--- config.mk ---
export PLATFORM = sky130hd
export DESIGN_NAME = diff_encoder
export DESIGN_NICKNAME = d
export VERILOG_FILES = /design/src/rtl/diff_encoder.sv
export SDC_FILE = /design/constraint.sdc
export NUM_CORES = 1
export LEC_CHECK = 0
export ABC_CLOCK_PERIOD_IN_PS = 9300
export CORE_MARGIN = 2
export CORE_UTILIZATION = 55
export DETAILED_ROUTE_END_ITERATION = 8
export PLACE_DENSITY = 0.72
export SETUP_SLACK_MARGIN = 0.4
export SLEW_MARGIN = 15
export SYNTH_ARGS = -nofsm -noshare
export SYNTH_HDL_FRONTEND = slang
export SYNTH_SLANG_ARGS = --single-unit
--- constraint.sdc ---
create_clock -name clk -period 9.3 [get_ports clk]
set_input_delay 0.93 -clock clk [delete_from_list [all_inputs] [get_ports clk]]
set_output_delay 0.93 -clock clk [all_outputs]
set_load 0.005 [all_outputs]
--- src/rtl/diff_encoder.sv ---
// Temporal difference encoder: streams a raw key frame, then per-element differences
// against the matching element of the previous frame, with a one-deep registered output.
module diff_encoder #(
    parameter int WIDTH = 32,
    parameter int DEPTH = 16
) (
    input  logic             clk,
    input  logic             rst_n,
    input  logic             flush,
    input  logic             in_valid,
    output logic             in_ready,
    input  logic [WIDTH-1:0] in_data,
    output logic             out_valid,
    input  logic             out_ready,
    output logic [WIDTH-1:0] out_data,
    output logic             out_key,
    output logic             out_last
);

    localparam int IdxW = (DEPTH > 1) ? $clog2(DEPTH) : 1;
    localparam logic [IdxW-1:0] LastIdx = IdxW'(DEPTH - 1);

    typedef enum logic [0:0] {
        StKey,
        StDelta
    } state_t;

    state_t            r_state;
    logic [IdxW-1:0]   r_idx;
    logic [WIDTH-1:0]  r_ref [DEPTH];
    logic              r_out_valid;
    logic [WIDTH-1:0]  r_out_data;
    logic              r_out_key;
    logic              r_out_last;

    logic              w_accept;
    logic              w_at_last;
    logic [WIDTH-1:0]  w_ref;
    logic [WIDTH-1:0]  w_result;

    // The output slot may be refilled in the same cycle it is drained.
    assign in_ready  = !flush && (!r_out_valid || out_ready);
    assign w_accept  = in_valid && in_ready;
    assign w_at_last = (r_idx == LastIdx);
    assign w_ref     = r_ref[r_idx];
    assign w_result  = (r_state == StKey) ? in_data : (in_data - w_ref);

    always_ff @(posedge clk or negedge rst_n) begin
        if (!rst_n) begin
            r_state     <= StKey;
            r_idx       <= '0;
            r_out_valid <= 1'b0;
            r_out_data  <= '0;
            r_out_key   <= 1'b0;
            r_out_last  <= 1'b0;
        end else begin
            if (flush) begin
                r_state <= StKey;
                r_idx   <= '0;
            end else if (w_accept) begin
                r_idx <= w_at_last ? '0 : r_idx + IdxW'(1);
                if (w_at_last) begin
                    r_state <= StDelta;
                end
            end

            if (w_accept) begin
                r_out_valid <= 1'b1;
                r_out_data  <= w_result;
                r_out_key   <= (r_state == StKey);
                r_out_last  <= w_at_last;
            end else if (out_ready) begin
                r_out_valid <= 1'b0;
            end
        end
    end

    // Reference store needs no reset: a key frame fills every entry before a delta reads it.
    always_ff @(posedge clk) begin
        if (w_accept) begin
            r_ref[r_idx] <= in_data;
        end
    end

    assign out_valid = r_out_valid;
    assign out_data  = r_out_data;
    assign out_key   = r_out_key;
    assign out_last  = r_out_last;

endmodule

==> results of run 1 <==
==> metrics by stage <==
stage | area (um2) | setup WS [ps] | power [mW]
after floorplan | 22900 | 4662 | 3.206
after global placement | 24390 | 4015 | 3.407
after detailed placement | 24390 | 3980 | 3.415
after CTS | 26180 | 3944 | 5.599
after global routing | 26180 | 3708 | 5.737
final | 26180 | 3963 | 5.561
==> cells in the mapped netlist, drive strengths merged (4+ instances only) <==
cell type / n
xor2: 8
buf: 23
ha: 37
nor3b: 10
o21ai: 52
a21oi: 41
clkbuf: 37
nand4: 6
inv: 42
nand2: 50
o21a: 5
nor3: 7
dfrtp: 40
a21o: 18
mux2i: 18
o21bai: 8
nor2: 35
nand3: 7
or3: 4
a31oi: 4
edfxtp: 512
xnor2: 23
mux4: 159
==> flip-flops by register name, summed over array words and instances (netlist names) <==
signal and cells:
r_ref 512, out_data 32, r_idx 4, out_key 1
out_last 1, out_valid 1, r_state 1
==> power by group <==
| part | internal (mW) | switching (mW) | leakage (nW) |
|---|---|---|---|
| combinational | 0.277 | 0.297 | 2.49 |
| clock | 1.28 | 0.914 | 0.882 |
| sequential | 2.75 | 0.0368 | 5.11 |
| total | 4.31 | 1.25 | 8.47 |
==> final cells by class <==
cell class / instances / area [um2]
sequential: 552 / 16390
fill: 2786 / 14750
multi-input combinational: 527 / 6245
clock buffer: 72 / 1471
timing repair buffer: 99 / 930.9
tap: 532 / 665.6
clock inverter: 29 / 317.8
inverter: 42 / 157.7
==> per-layer routing <==
layer,track usage (%),up-vias
met5,0,-
met4,6.945,0
met3,4.075,79
met2,38.80,436
met1,34.52,6168
li1,-,4988
==> cell families after synthesis <==
logic type,Yosys count,share of synthesized area (%)
fa+ha+maj,38,2.109
compound gates,146,4.234
mux,179,16.52
buf+inv,102,1.726
xor+xnor,31,1.185
simple gates,133,2.726
flops,552,71.50
==> worst min-delay path by stage <==
stage	startpoint	end	slack (ps)
final	rst_n	out_data[0]$_DFFE_PN0P_	440
after global routing	rst_n	out_data[0]$_DFFE_PN0P_	470
after CTS	rst_n	out_data[0]$_DFFE_PN0P_	440
after detailed placement	out_key$_DFFE_PN0P_	out_key$_DFFE_PN0P_	470
after global placement	out_last$_DFFE_PN0P_	out_last$_DFFE_PN0P_	460
after floorplan	out_data[0]$_DFFE_PN0P_	out_data[0]$_DFFE_PN0P_	470
==> metrics, run 1 <==
outcome finished clean; DR top layer met4; CTS buffer count 54; total number of vias between 10,000 and 15,000; RSZ-0062 raised after global routing false; first-pass GRT wire length between 70,000 and 80,000 um; most frequent cells in the layout 512 x edfxtp_1, 159 x mux4_2, 71 x clkdlybuf4s50_1; Final Util between 60% and 70%; CTS tree built; Clock Latency Late Sink ~600 ps; htree depth 2; final std cells w/o fill ~1,900; r2r startpoint r_idx[1]$_DFFE_PN0P_; Final ANT Viol Nets 0; Yosys top cell area share 67.13%; f_max 0.1874 GHz; drt total wl a little over 50,000 um; Yosys cell types 52; Avg Cell Area, Syn a little under 20 um2; Post-synth EDFFs ~510; Seq/Total Area, Yosys 71.50%; RR Endpoint out_data[29]$_DFFE_PN0P_; final worst path period need between 5000 and 6000 ps; cts hold-fix bufs 0; r2r worst-path depth 14; total of max-cap violations 0; leak pwr approximately 8.5 nW; Buf+Inv Stages, Crit Path 3; WS Path Type reg2reg; Initial Util a little under three fifths; Tcrit/Tclk final around 57%; Die Y ~210 um; Starting DRT DRC Count 1,193; Worst setup endpoint out_data[29]$_DFFE_PN0P_; crit path launch r_idx[1]$_DFFE_PN0P_; # rows between 70 and 80; family with the most delay on the worst path buffers and inverters; PostCTS Resize Cnt 0; num ports between 70 and 80; drt via density 6.298; worst hold path type in2async; number of global-route vias before repair between 10,000 and 15,000; pin count of the biggest net entering global routing around 100; commonest non-fill, non-tap cell in the layout edfxtp_1; Crit path required time around 9800 ps; ys async rst share under 10%; CP peak stage delay 740 ps; Die W ~210 um; Final Net Count about 1,400; cell depth of the worst setup path 14; final setup fails 0; CP Capture Type flop; clock-pin slew on the worst setup and hold paths approximately 60 ps; Least-Margin Pin Slew about 1100 ps; dpl cells ~1,800; setup TNS 0 ps; clk buf depth 3; Reg2Reg Setup Slack ~4000 ps; layout cells sized above 1 between 20% and 30%; Inserted Diodes 0; post-synth net total ~1,300; critical-path cell list buf_4 -> buf_4 -> mux4_2 -> mux4_2 -> inv_1 -> ha_1 -> a21o_1 -> a21o_1 -> a21oi_1 -> o2bb2ai_1 -> or3_1 -> o41ai_2 -> xor2_1 -> o21ai_1; Placer Congestion just under 0.9; Post-Synthesis Cells 1,181; skew final 26.49 ps; critical path startpoint category flop; Yosys warning total 0; clk root buf clkbuf_16; M1 WL between 20,000 and 25,000 um; Setup Fix Bufs, Post-CTS 0; synthesis-to-layout area growth 14.29%; Met3 Wirelength about 3400 um; Post-Syn Area roughly 23,000 um2; initial antenna violation count 0; synth top area cells edfxtp_1 67%, mux4_2 16%, dfrtp_1 4.4%; area leader, netlist edfxtp_1; GRT Util Overall roughly a quarter; Critical Path Slowest Stage Cell buf_4; Pins Over Slew Limit 0; DR DRC count 0; CORE AREA between 40,000 and 50,000 um2; die area approximately 43,000 um2; arrival time worst endpoint 5800 ps; clk sinks roughly 550; DR WL/cell ~28 um; Hold Violations, Final 0; top_reg_cell synth edfxtp_1; crit-path max FO 55; post-DP HPWL roughly 29,000 um; Pre-antenna DRT Iters 7; total grt overflow 0; PwrDens about 210 nW/um2; met2 routed WL ~25,000 um; synthesis-stage register bit count 552; hold_ws about 440 ps; relative slew slack between 20% and 30%; # port buffers roughly 70; Peak supply drop around 0.14 mV
Power figures use the tool's default switching activity.
==> run 2: changes to the inputs <==
--- a/config.mk
+++ b/config.mk
@@ -5,7 +5,7 @@
 export SDC_FILE = /design/constraint.sdc
 export NUM_CORES = 1
 export LEC_CHECK = 0
-export ABC_CLOCK_PERIOD_IN_PS = 9300
+export ABC_CLOCK_PERIOD_IN_PS = 5450
 export CORE_MARGIN = 2
 export CORE_UTILIZATION = 55
 export DETAILED_ROUTE_END_ITERATION = 8
==> constraint.sdc (replaced) <==
create_clock -name clk -period 5.45 [get_ports clk]
set_input_delay 0.545 -clock clk [delete_from_list [all_inputs] [get_ports clk]]
set_output_delay 0.545 -clock clk [all_outputs]
set_load 0.005 [all_outputs]
==> run 2 against run 1 <==
Compared with the run above:
- combinational power rose by 74%
- via count rose by 1.6%
- routed wire length rose by 1.2%
- clock-buffer cell count rose by 7
- utilization rose by 0.61 points
- maximum frequency rose by 14%
- power rose by 72%
- largest cell class unchanged
==> metrics, run 2 (synthesis gave the netlist of run 1 again) <==
PwrDens 362.1 nW/um2 (+70%); CP Capture Type flop; Clock Latency Late Sink 590 ps (about the same); relative slew slack 26.78% (-0.66 points); num ports 73 (unchanged); total grt overflow 0 (unchanged); pin count of the biggest net entering global routing 68 (-34%); final setup fails 0 (unchanged); f_max 0.2132 GHz (+14%); critical path startpoint category flop; CORE AREA 40,920 um2 (unchanged); Crit path required time 5900 ps (-3860 ps); initial antenna violation count 0 (unchanged); Worst Setup Slack post-DPL 644.1 ps (-3336 ps); Placer Congestion 0.8561 (-3.9%); RSZ-0062 raised after global routing false; outcome finished clean; Tcrit/Tclk final 86.06% (+29 points); first-pass GRT wire length 76,960 um (+1.1%); DR DRC count 0 (unchanged); # rows 74 (unchanged); total of max-cap violations 0 (unchanged); commonest non-fill, non-tap cell in the layout edfxtp_1; synthesis-to-layout area growth 15.37%; clk sinks 552 (unchanged); post-DP HPWL 29,920 um (+3.2%); WS Path Type reg2reg; Worst setup endpoint out_data[27]$_DFFE_PN0P_; r2r startpoint r_idx[1]$_DFFE_PN0P_; Biggest register r_ref; number of global-route vias before repair 11,930 (-0.26%); CTS tree built; arrival time worst endpoint 5150 ps (-650 ps); skew final 11.41 ps (-15.08 ps); crit path launch r_idx[1]$_DFFE_PN0P_; # port buffers 72 (unchanged); Die Y 208.1 um (unchanged); Final ANT Viol Nets 0 (unchanged); fin worst setup slack 759.5 ps (-3204 ps); leak pwr 8.599 nW (+1.5%); drt via density 6.328 (+0.47%); htree depth 2 (unchanged); Inserted Diodes 0 (unchanged); Largest register FFs 512 (unchanged); Pre-antenna DRT Iters 5 (-2); total number of vias 11,853 (+1.6%); drt total wl 51,730 um (+1.2%); Reg2Reg Setup Slack 760 ps (-3200 ps); final worst path period need 4690 ps (-646.4 ps); clock-pin slew on the worst setup and hold paths 60 ps (about the same); layout cells sized above 1 23.86% (+0.70 points); Die W 208.1 um (unchanged); clk root buf clkbuf_16; DR WL/cell 27.62 um (+0.16%); cts hold-fix bufs 0 (unchanged); most frequent cells in the layout 512 x edfxtp_1, 159 x mux4_2, 71 x clkdlybuf4s50_1; CTS buffer count 54 (unchanged); crit-path max FO 67 (+22%); clk buf depth 3 (unchanged); Fillers 2,784 (-0.072%); Least-Margin Pin Slew 1098 ps (+15.75 ps); Peak supply drop 0.2253 mV (+64%); Pins Over Slew Limit 0 (unchanged); setup TNS 0 ps (unchanged); GRT Util Overall 24.30% (+0.21 points); worst hold path type in2async; Final Net Count 1,370 (+1.4%); r2r worst-path depth 13 (-1); die area 43,290 um2 (unchanged); Starting DRT DRC Count 1,324 (+11%); RR Endpoint out_data[27]$_DFFE_PN0P_; Hold Violations, Final 0 (unchanged); Initial Util 55.96% (unchanged)
-- run 2: changes by cell type in the layout (fill, tap and decap cells not counted), sizes merged --
cell / delta
buf: +19
clkbuf: +7
clkinv: -5
bufinv: -1
-- run 2: where the power goes --
group / switching [mW] / leakage (nW) / internal, mW
clock: 1.55 / 0.892 / 2.26
combinational: 0.512 / 2.60 / 0.489
sequential: 0.0679 / 5.11 / 4.70
-- run 2: metal layers --
layer  GRT usage, %  vias up  part of all wire (%)
met5              0        -                     0
met2          38.33      519                    48
met1          35.21     6234                    42
li1               -     5018                     -
met3          4.242       82                   7.6
met4          7.679        0                   2.3
-- run 2: repair_timing --
item	CTS	global route
gates resized for setup	0	0
endpoints found under the setup margin	0	4
setup buffers	0	1
-- run 2: layout make-up --
cell class	instances	area [um2]	area share (%)
sequential	552	16390	62.02
multi-input combinational	527	6245	23.63
clock buffer	79	1589	6.014
timing repair buffer	118	1136	4.300
tap	532	665.6	2.519
clock inverter	23	242.7	0.9186
inverter	42	157.7	0.5966
-- run 2: worst max-delay path: stages, from the launching register on --
cell and delay, ps:
dfrtp_4 1130, mux4_2 430, mux4_2 480, inv_1 80, ha_1 280, a21o_1 220, a31oi_1 340, a2111oi_4 160
o211ai_1 290, a31oi_1 230, a221oi_2 440, o21ai_1 170, xnor2_1 180, o21ai_1 80
-- run 2: through the flow --
stage	cell area, um2	power [mW]	util [%]	std cells	hold WS, ps
after floorplan	22900	5.471	-	1181	249.4
after global placement	24570	5.826	60.04	1770	459.1
after detailed placement	24570	5.842	60.04	1770	469.4
after CTS	26400	9.610	64.52	1872	84.11
after global routing	26420	9.859	64.57	1873	125.7
final	26420	9.568	64.57	1873	93.82
-- run 2: worst min-delay path by stage --
| stage | slack (ps) | start | cells past startpoint | endpoint |
|---|---|---|---|---|
| final | 90 | rst_n | 2 | out_last$_DFFE_PN0P_ |
| after global routing | 130 | rst_n | 2 | out_data[7]$_DFFE_PN0P_ |
| after CTS | 80 | rst_n | 2 | out_data[4]$_DFFE_PN0P_ |
| after detailed placement | 470 | out_data[1]$_DFFE_PN0P_ | 2 | out_data[1]$_DFFE_PN0P_ |
| after global placement | 460 | out_last$_DFFE_PN0P_ | 1 | out_last$_DFFE_PN0P_ |
| after floorplan | 250 | rst_n | 0 | out_data[0]$_DFFE_PN0P_ |
